===== src/rtl/sifive_insight_tl_a_echo_tracker.sv =====
// Per-source echo tracker for the TileLink A channel: captures echo on accepted
// first beats, replays it on D, and stalls A while a source ID is still in flight.
module sifive_insight_tl_a_echo_tracker #(
  parameter int SOURCE_BITS = 4,
  parameter int ECHO_BITS   = 8
) (
  input  logic                   clock,
  input  logic                   reset_n,
  input  logic                   a_valid_in,
  output logic                   a_ready_out,
  output logic                   a_valid_out,
  input  logic                   a_ready_in,
  input  logic                   a_first,
  input  logic [SOURCE_BITS-1:0] a_source,
  input  logic [ECHO_BITS-1:0]   a_echo,
  input  logic                   d_valid,
  input  logic                   d_ready,
  input  logic                   d_last,
  input  logic [SOURCE_BITS-1:0] d_source,
  output logic [ECHO_BITS-1:0]   d_echo,
  output logic                   d_echo_valid,
  output logic [SOURCE_BITS:0]   outstanding,
  output logic                   err_orphan,
  input  logic                   err_clear
);

  localparam int ENTRIES = 1 << SOURCE_BITS;
  localparam logic [SOURCE_BITS:0] CNT_ONE = (SOURCE_BITS + 1)'(1);

  logic [ENTRIES-1:0]   busy;
  logic [ENTRIES-1:0]   busy_nxt;
  logic [ECHO_BITS-1:0] echo_mem [ENTRIES];
  logic [SOURCE_BITS:0] outstanding_nxt;
  logic                 blk;
  logic                 a_fire;
  logic                 capture;
  logic                 d_fire;
  logic                 retire;
  logic                 orphan;

  // blk uses the pre-edge busy value, so a retire in this cycle cannot unblock
  // a same-source capture until the following cycle.
  assign blk         = a_first & busy[a_source];
  assign a_valid_out = a_valid_in & ~blk & reset_n;
  assign a_ready_out = a_ready_in & ~blk;
  assign a_fire      = a_valid_in & a_ready_in & ~blk;
  assign capture     = a_fire & a_first;

  assign d_fire  = d_valid & d_ready;
  assign retire  = d_fire & d_last & busy[d_source];
  assign orphan  = d_fire & ~busy[d_source];

  assign d_echo       = echo_mem[d_source];
  assign d_echo_valid = busy[d_source];

  always_comb begin
    busy_nxt = busy;
    if (retire)  busy_nxt[d_source] = 1'b0;
    if (capture) busy_nxt[a_source] = 1'b1;
  end

  always_comb begin
    outstanding_nxt = outstanding;
    case ({capture, retire})
      2'b10:   outstanding_nxt = outstanding + CNT_ONE;
      2'b01:   outstanding_nxt = outstanding - CNT_ONE;
      default: outstanding_nxt = outstanding;
    endcase
  end

  always_ff @(posedge clock or negedge reset_n) begin
    if (!reset_n) begin
      busy        <= '0;
      outstanding <= '0;
      err_orphan  <= 1'b0;
    end else begin
      busy        <= busy_nxt;
      outstanding <= outstanding_nxt;
      if (orphan)         err_orphan <= 1'b1;
      else if (err_clear) err_orphan <= 1'b0;
    end
  end

  // Echo storage carries no reset; contents are only meaningful while busy.
  always_ff @(posedge clock) begin
    if (capture) echo_mem[a_source] <= a_echo;
  end

`ifndef SYNTHESIS
  a_outstanding_matches_busy: assert property (
    @(posedge clock) disable iff (!reset_n) outstanding == ($countones(busy))
  );
  a_no_valid_when_blocked: assert property (
    @(posedge clock) disable iff (!reset_n) blk |-> !a_valid_out
  );
`endif

endmodule


===== config.mk =====
export PLATFORM = sky130hd
export DESIGN_NAME = sifive_insight_tl_a_echo_tracker
export DESIGN_NICKNAME = d
export VERILOG_FILES = /design/src/rtl/sifive_insight_tl_a_echo_tracker.sv
export SDC_FILE = /design/constraint.sdc
export NUM_CORES = 1
export LEC_CHECK = 0
export ABC_AREA = 1
export CAP_MARGIN = 20
export CORE_UTILIZATION = 40
export DETAILED_ROUTE_END_ITERATION = 10
export GPL_TIMING_DRIVEN = 1
export PLACE_DENSITY_LB_ADDON = 0.15
export SYNTH_ARGS = -nofsm -noshare
export SYNTH_HDL_FRONTEND = slang
export SYNTH_SLANG_ARGS = --single-unit

===== constraint.sdc =====
create_clock -name clock -period 4.2 [get_ports clock]
set_input_delay 0.84 -clock clock [delete_from_list [all_inputs] [get_ports clock]]
set_output_delay 0.84 -clock clock [all_outputs]
set_load 0.02 [all_outputs]

==> results of run 1 <==
[sequential cells by signal, summed over array words and instances, names as in the netlist]
signal,flops
err_orphan,1
outstanding,5
busy,16
echo_mem,128
[cell families (layout without fill, tap and decap cells)]
family | after synthesis | in the layout
and+or+nand+nor | 294 | 294
AOI/OAI and AO/OA | 72 | 72
DFF | 150 | 150
adders and majority gates | 3 | 3
buffers and inverters | 70 | 133
xor gates and xnor gates | 4 | 4
[placed cells by master (no fill, tap or decap), types with 2 or more instances in the layout]
cell,synthesis,final
o22ai_1,2,2
nand3b_1,2,2
ha_1,3,3
clkinv_1,1,3
clkinvlp_4,0,3
nand3_1,21,21
edfxtp_1,128,128
inv_2,8,8
nand2_1,194,194
clkdlybuf4s50_1,0,40
buf_12,0,4
xnor2_1,3,3
clkbuf_16,0,17
nor2_1,43,42
nand4_2,9,9
nand2_2,2,2
inv_1,39,39
a22oi_1,64,64
inv_6,0,5
nor2_2,4,5
dfrtp_1,22,22
o21ai_0,3,3
bufinv_16,0,2
buf_4,3,8
nand4_1,15,15
[cell type report]
cell class / instances / area share
clock buffer: 18 / 0.0546
clock inverter: 14 / 0.0188
inverter: 48 / 0.0229
multi-input combinational: 373 / 0.240
sequential: 150 / 0.559
tap: 216 / 0.0344
timing repair buffer: 53 / 0.0703
[path summary, 6_finish.rpt]
path / to / slack [ns]
worst max-delay path: d_echo[5] / 0.23
worst min-delay path: outstanding[4] / 0.48
worst min register to register: outstanding[4] / 0.48
min in group asynchronous: busy[3] / 0.81
max in group asynchronous: busy[13] / 3.14
worst max register to register: outstanding[4] / 1.74
[worst reg2reg max path, stage by stage, from the launching register on]
cell	delay [ns]
dfrtp_1	0.42
nand2_1	0.08
nand2_1	0.06
nand2_1	0.05
nand3_1	0.07
nand2_1	0.08
nand2_2	0.07
nor2_4	0.10
nand3_1	0.12
ha_1	0.29
xor2_1	0.18
ha_1	0.20
o21ai_0	0.30
nor2_1	0.08
nand2_1	0.06
nand3_1	0.08
xnor2_1	0.13
[power by group through the flow]
stage	Sequential (mW)	Clock, mW	Combinational, mW
2_1_floorplan	1.78	0	0.272
3_3_place_gp	1.77	0	0.489
3_5_place_dp	1.77	0	0.494
4_1_cts	1.74	1.50	0.495
5_1_grt	1.74	1.57	0.546
6_report	1.74	1.48	0.493
[per-layer routing]
| metal | wire (um) | up-vias |
|---|---|---|
| met5 | 0 | - |
| met4 | 313 | 0 |
| met3 | 766 | 21 |
| met2 | 7800 | 135 |
| met1 | 7480 | 2293 |
| li1 | - | 2176 |
[timing repair]
item / in CTS / in global routing
gates resized for setup: 0 / 1
hold buffers: 0 / 0
endpoints found under the setup margin: 0 / 1
==> run metrics, run 1 <==
core area roughly 16000 um2; Final ANT Viol Nets 0; Reg2Reg Depth 16; Gate power share 0.133; Synth Area in Simple Gates 0.195; Post-Synth XOR/XNOR Area 0.00531; GR Layer Usage met1 0.280; met3 usage 0.0452; post-synthesis compound-gate area fraction 0.0799; Worst-Skew Late Latency approximately 0.42 ns; final critical-path required period around 4 ns; met2 Use GR 0.330; Buf+Inv Stages, Crit Path 4; DRT Wirelength 16400 um; CTS buffer count 17; Final Power 3.72 mW; Final Hold Viols 0; Die Area about 17000 um2; Max Clock Skew 0.00877 ns; Final setup viols 0; largest net degree at the start of global routing 34; area of the multi-input gates between 1500 and 2000 um2; Post-synth top cells 194 x nand2_1, 128 x edfxtp_1, 64 x a22oi_1, 43 x nor2_1, 39 x inv_1; antenna violations before repair 0; Sw Ratio 0.259; Hold WC Path Type register to register; RSZ-0062 raised after global routing false; leak pwr roughly 3.3 nW; DR vias between 4000 and 5000; TritonRoute pass-1 iters 5; slowest stage delay, CP 0.66 ns; Worst path top cell family by delay buffers and inverters; max cap viols 0; adder and majority gate portion of the synthesized area 0.00569; Syn Nets 621; IO buf count 41; Int Power ~2.8 mW; P_sw around 960 uW; WP data arrival between 3 and 4 ns; Synth Flop Type edfxtp_1; synth-to-layout area growth 19.2%; Seq/Total Area, Yosys 0.666; ranking of synthesized cells by area edfxtp_1 58%, nand2_1 11%, dfrtp_1 8.3%, a22oi_1 7.3%, nor2_1 2.4%; Final Cell Area ~7900 um2; RD Place Congestion around 0.93; Slew HR 0.428; area fraction of the dominant cell type after synthesis 0.583; FF+latch area 4390 um2; effective utilization at floorplan 0.412; Startpoint Class primary input; I/O Pins 42; via/cell ratio 5.30; P per Cell Area roughly 470 nW/um2; total grt overflow 0; Final Non-Filler Cells just under 900; die height around 130 um; Iter 0 DRT Violations 356; std cell rows 46; min setup slack post-route 0.233 ns; CP startpoint d_source[0]; Post-Syn Area ~6600 um2; worst-path fanout max 33; worst slack at placement about 0.20 ns; synthesized instance count 593; asr flop ratio synth 0.147; largest family of logic cells by synthesized area simple AND/OR/NAND/NOR gates; Seq cells post-synth 150; endpoint class of the critical path primary output; clock root buffer clkbuf_16; Peak VDD IR approximately 290 uV; multiplexer share of the synthesized area 0; CP Cell Sequence clkdlybuf4s50_1 > inv_2 > nor2_2 > buf_12 > a22oi_1 > nand2_1 > nand2_1 > nand4_1 > clkdlybuf4s50_1; Seq pwr share 0.468; placed cell count 840; Total GRT Usage 0.208; dpl cell area roughly 7300 um2; final core area utilization 0.491; NumNets Final 671; H-tree Lvls 4; clock sink count 150; WHS 0.481 ns; number of synthesized flops with an enable pin approximately 130; # diodes 0; vias in the first global route about 4600; status finished, final reports clean; hold-critical path depth 1; CP max stage cell clkdlybuf4s50_1; fin. max-slew vios 0; Die W between 100 and 150 um; Clock Path Buffers 2; busiest grt layer met2; Reg clk slew, reported paths approximately 0.060 ns; period utilisation layout 0.945; Worst-Margin Slew 0.856 ns; CTS tree done; clock share of power 0.400; most common cell in the synthesized netlist nand2_1; synth unique cells 30; critical path depth in cells 9; global-route wire length before repair 25600 um; Post-Syn Area per Cell around 11 um2; DR WL/cell between 15 and 20 um; YS warnings 0; layout cells sized above 1 0.102; DP HPWL 10900 um; Peak Freq between 200 and 300 MHz; Hold Startpoint outstanding[4]; # DRC 0; Critical R2R Launch busy[13]; Post-CTS Setup Bufs 0; # fillers about 1500; CP Data Required Time between 3 and 4 ns; cell type with the largest total area after synthesis edfxtp_1; Crit Path Category primary input to primary output; setup TNS 0 ns
No activity file was read; power rests on OpenSTA's default activity.
==> run 2: changes to the inputs <==
- clock period: 4.2 -> 3.9 ns (I/O delays scaled with it)
==> run 2 against run 1 <==
Die area is the same; clock skew grew 0.00073 ns; design area is essentially flat; combinational power grew 6.5%; first-iteration DRC count shrank 18%; global-route usage shrank 0.49 points; via count shrank 1.9%; non-clock buffer count grew 3; largest cell class unchanged; critical path depth is the same; clock-buffer cell count shrank 1; sequential share of layout area is essentially flat.
==> run metrics, run 2 (same netlist as run 1, synthesis figures left out) <==
clock root buffer clkbuf_16; antenna violations before repair 0; # fillers roughly 1500; Reg2Reg Depth 16; via/cell ratio around 5.2; Startpoint Class primary input; hold-critical path depth 1; Hold Buf Count CTS 0; synth-to-layout area growth 19.2%; period utilisation layout 0.955; leak pwr ~3.3 nW; DR vias between 4000 and 5000; Clock Path Buffers 2; Max Clock Skew roughly 0.0095 ns; layout cells sized above 1 0.106; flip-flop count of the largest register after layout ~130; NumNets Final around 670; Worst-Margin Slew 0.655 ns; endpoint class of the critical path primary output; effective utilization at floorplan 0.412; WP data arrival about 3 ns; # DRC 0; Total GRT Usage 0.203; Hold Startpoint outstanding[4]; commonest non-fill, non-tap cell in the layout nand2_1; worst flop-to-flop path endpoint outstanding[4]; DRT Wirelength 15900 um; IO buf count between 40 and 50; worst-path fanout max 17; Slew HR 0.562; RSZ-0062 raised after global routing false; Worst-Skew Late Latency between 0.4 and 0.5 ns; final core area utilization 0.491; Largest Register echo_mem; global-route wire length before repair between 20000 and 25000 um; most frequent cells in the layout 194 x nand2_1, 128 x edfxtp_1, 64 x a22oi_1, 42 x nor2_1; Reg clk slew, reported paths 0.06 ns; Final setup viols 0; Final ANT Viol Nets 0; Hold WC Path Type register to register; Iter 0 DRT Violations a little under 300; Largest regs echo_mem: 128 flops, busy: 16 flops, outstanding: 5 flops; flop-to-flop setup slack 1.43 ns; Crit Path Category primary input to primary output; fin. max-slew vios 0; std cell rows 46; Critical R2R Launch busy[12]; H-tree Lvls 4; vias in the first global route between 4000 and 5000; P per Cell Area 502 nW/um2; # diodes 0; CTS tree done; Die W approximately 130 um; RD Place Congestion roughly 0.86; Final Hold Viols 0; Die Area between 15000 and 20000 um2; CP Data Required Time approximately 3.1 ns; die height approximately 130 um; core area 16000 um2; Peak Freq roughly 270 MHz; clock sink count 150; DR WL/cell 18.2 um; final critical-path required period 3.72 ns; DP HPWL ~11000 um; max cap viols 0; largest net degree at the start of global routing 34; TritonRoute pass-1 iters 5; setup TNS 0 ns; Min-Delay Endpoint outstanding[4]; CTS buffer count 17; status finished, final reports clean; total grt overflow 0; I/O Pins 42; Peak VDD IR approximately 300 uV
## run 2: cell count changes in the layout (fill, tap and decap cells not counted)
cell,change
buf_4,+4
inv_6,-4
clkinv_2,+3
buf_12,-1
clkbuf_1,-1
clkdlybuf4s50_1,-1
clkinv_4,+1
dlymetal6s2s_1,+1
## run 2: worst max-delay path, cell delays in order
cell,delay (ns)
clkdlybuf4s50_1,0.59
inv_2,0.14
nor2_2,0.13
buf_4,0.27
a22oi_1,0.13
nand2_1,0.12
nand2_1,0.07
nand4_1,0.11
clkdlybuf4s50_1,0.61
## run 2: what timing repair did
action	CTS	global route
resized for setup	0	2
buffers inserted	0	0
setup endpoints to repair	0	2
## run 2: how the worst max path moves through the flow
stage,startpoint,end,cells past startpoint
finish,d_source[0],d_echo[6],9
global route,a_source[1],a_valid_out,11
CTS,d_source[1],d_echo[2],9
detailed placement,d_source[1],d_echo[2],9
global placement,d_source[1],d_echo[2],9
floorplan,a_source[1],outstanding[4],18
## run 2: final cells by class
type / instances / area, um2 / area share
Clock buffer: 17 / 425 / 0.0541
Timing Repair Buffer: 56 / 566 / 0.0719
Multi-Input combinational cell: 373 / 1890 / 0.240
Tap cell: 216 / 270 / 0.0344
Sequential cell: 150 / 4390 / 0.559
Inverter: 48 / 180 / 0.0229
Clock inverter: 14 / 136 / 0.0173
## run 2: power by group
group          total [mW]  internal (mW)  switching, mW  leakage (nW)
registers            1.87           1.81         0.0634          1.43
clock network        1.54          0.930          0.614         0.270
logic               0.525          0.212          0.313          1.58
total                3.94           2.95          0.991          3.28
## run 2: stage by stage
stage	setup slack [ns]	power (mW)	cell area (um2)	instances	hold WS, ns
5_1_grt	0.0355	4.10	7860	874	0.514
2_1_floorplan	0.929	2.21	6600	593	0.462
4_1_cts	0.0958	3.97	7860	874	0.480
3_3_place_gp	0.103	2.42	7290	843	0.465
3_5_place_dp	0.100	2.43	7290	843	0.468
6_report	0.175	3.94	7860	874	0.473
## run 2: metal layers
metal,up-vias,part of all wire,track usage
met5,-,0,0
met3,18,0.044,0.0415
met4,0,0.014,0.0703
li1,2178,-,-
met2,107,0.51,0.357
met1,2233,0.43,0.248
==> run 3: changes to the inputs <==
- GPL_TIMING_DRIVEN: 1 -> 0
==> run 3 against run 2 <==
Clock skew fell by 0.0039 ns; combinational power rose by 1%; wire length fell by 0.43%; worst hold slack improved by 0.0069 ns; global-route usage fell by 0.17 points; critical endpoint unchanged; fmax fell by 3.1%; via count rose by 1.9%; die area did not move; power rose by 2.7%; design area rose by 0.75%; critical path depth rose by 1.
==> run metrics, run 3 (same netlist as run 1, synthesis figures left out) <==
Post-CTS Setup Bufs 0; WHS a little under 0.5 ns; Clock Path Buffers 2; I/O Pins 42; # fillers 1468; Peak VDD IR around 290 uV; Critical R2R Launch busy[8]; Final Hold Viols 0; # diodes 0; fin. max-slew vios 0; worst-path fanout max 10; TritonRoute pass-1 iters 5; Reg2Reg Depth 17; flop-to-flop setup slack roughly 1.2 ns; Reg clk slew, reported paths roughly 0.060 ns; std cell rows 46; largest net degree at the start of global routing 17; Crit Path Category primary input to primary output; Final setup viols 0; P_sw just over 1 mW; GR Layer Usage met1 0.248; flip-flop count of the largest register after layout between 100 and 150; met3 usage 0.0468; Largest regs echo_mem: 128 flops, busy: 16 flops, outstanding: 5 flops; busiest grt layer met2; status finished, final reports clean; Die W roughly 130 um; CTS tree done; DRT Wirelength 15900 um; Final ANT Viol Nets 0; DR vias ~4600; CTS buffer count 17; synth-to-layout area growth 20.1%; area of the multi-input gates around 1900 um2; Hold Startpoint outstanding[4]; core area roughly 16000 um2; DR WL/cell around 18 um; H-tree Lvls 4; clock share of power 0.407; commonest non-fill, non-tap cell in the layout nand2_1; RSZ-0062 raised after global routing true; final core area utilization 0.495; FF+latch area around 4400 um2; hold-critical path depth 1; RD Place Congestion 0.849; IO buf count 38; P per Cell Area 511 nW/um2; Die Area between 15000 and 20000 um2; Iter 0 DRT Violations between 200 and 300; Max Clock Skew around 0.0056 ns; Startpoint Class primary input; vias in the first global route between 4000 and 5000; CP max stage cell clkdlybuf4s50_1; slowest stage delay, CP about 0.61 ns; layout cells sized above 1 0.120; Worst-Margin Slew just over 0.7 ns; Slew HR 0.519; Peak Freq between 200 and 300 MHz; Worst-Skew Late Latency roughly 0.42 ns; period utilisation layout 0.985; effective utilization at floorplan 0.412; Min-Delay Endpoint outstanding[4]; Total GRT Usage 0.201; most frequent CP cell nand2_1; global-route wire length before repair roughly 24000 um; worst flop-to-flop path endpoint outstanding[4]; met2 Use GR 0.351; antenna violations before repair 0; Largest Register echo_mem; clock root buffer clkbuf_16; leak pwr 3.36 nW; die height around 130 um; final critical-path required period between 3 and 4 ns; DP HPWL about 11000 um; CP Cell Sequence clkdlybuf4s50_1 > buf_4 > nand2_1 > inv_2 > buf_4 > a22oi_1 > nand2_1 > nand2_1 > nand4_1 > clkdlybuf4s50_1; endpoint class of the critical path primary output; via/cell ratio 5.25; # DRC 0; total grt overflow 0; Gate power share 0.131; max cap viols 0; WP data arrival around 3.1 ns; Worst path top cell family by delay buffers and inverters; Int Power around 3.0 mW; Seq pwr share 0.462; Sw Ratio 0.252; Buf+Inv Stages, Crit Path 5; CP Data Required Time approximately 3.1 ns; NumNets Final between 600 and 700; Hold WC Path Type register to register; most frequent cells in the layout 194 x nand2_1, 128 x edfxtp_1, 64 x a22oi_1, 42 x nor2_1, 38 x inv_1; clock sink count 150
-- run 3: changes by cell type in the layout (fill, tap and decap cells not counted), sizes merged --
cell           previous run  this run
clkinv                    9         8
clkbuf                   17        23
bufinv                    2         3
buf                      15        17
inv                      48        49
dlygate4sd2               0         1
dlymetal6s2s              2         5
clkdlybuf4s50            39        32
-- run 3: what timing repair did --
action	in CTS	in global routing
setup endpoints to repair	8	7
hold buffers	0	0
gates resized for setup	7	11
-- run 3: worst max-delay path by stage --
stage / from / endpoint / slack (ns) / cells past startpoint
final: d_source[0] / d_echo[6] / 0.06 / 10
after global routing: d_source[0] / d_echo[7] / -0.08 / 10
after CTS: d_source[0] / d_echo[2] / 0.01 / 9
after detailed placement: d_source[0] / d_echo[3] / -0.13 / 9
after global placement: d_source[0] / d_echo[3] / -0.11 / 10
after floorplan: a_source[1] / outstanding[4] / 0.93 / 18
-- run 3: per-stage QoR --
step	total power [mW]	instance area [um2]	TNS (ns)	worst slack, ns	cells
6_report	4.05	7920	0	0.0581	880
5_1_grt	4.21	7920	-0.131	-0.0752	880
4_1_cts	4.08	7890	0	0.0130	880
3_5_place_dp	2.43	7270	-0.693	-0.126	848
3_3_place_gp	2.42	7250	-0.656	-0.115	847
2_1_floorplan	2.21	6600	0	0.929	593
-- run 3: power by group through the flow --
stage | Sequential, mW | Combinational (mW) | Clock, mW
finish | 1.87 | 0.530 | 1.65
global placement | 1.90 | 0.519 | 0
CTS | 1.87 | 0.535 | 1.67
floorplan | 1.92 | 0.293 | 0
detailed placement | 1.90 | 0.531 | 0
global route | 1.88 | 0.589 | 1.74
-- run 3: area by class of cell --
| type | count | area share |
|---|---|---|
| clock inverters | 15 | 0.0226 |
| repair buffers | 39 | 0.0529 |
| well taps | 216 | 0.0341 |
| flip-flops and latches | 150 | 0.555 |
| clock buffers | 17 | 0.0537 |
| plain buffers | 22 | 0.0199 |
| multi-input cells | 373 | 0.239 |
| inverters | 48 | 0.0227 |
-- run 3: routing by layer --
metal,up-vias,routed length (um)
met5,-,0
met2,136,7920
met4,0,213
li1,2189,-
met1,2276,6940
met3,19,802
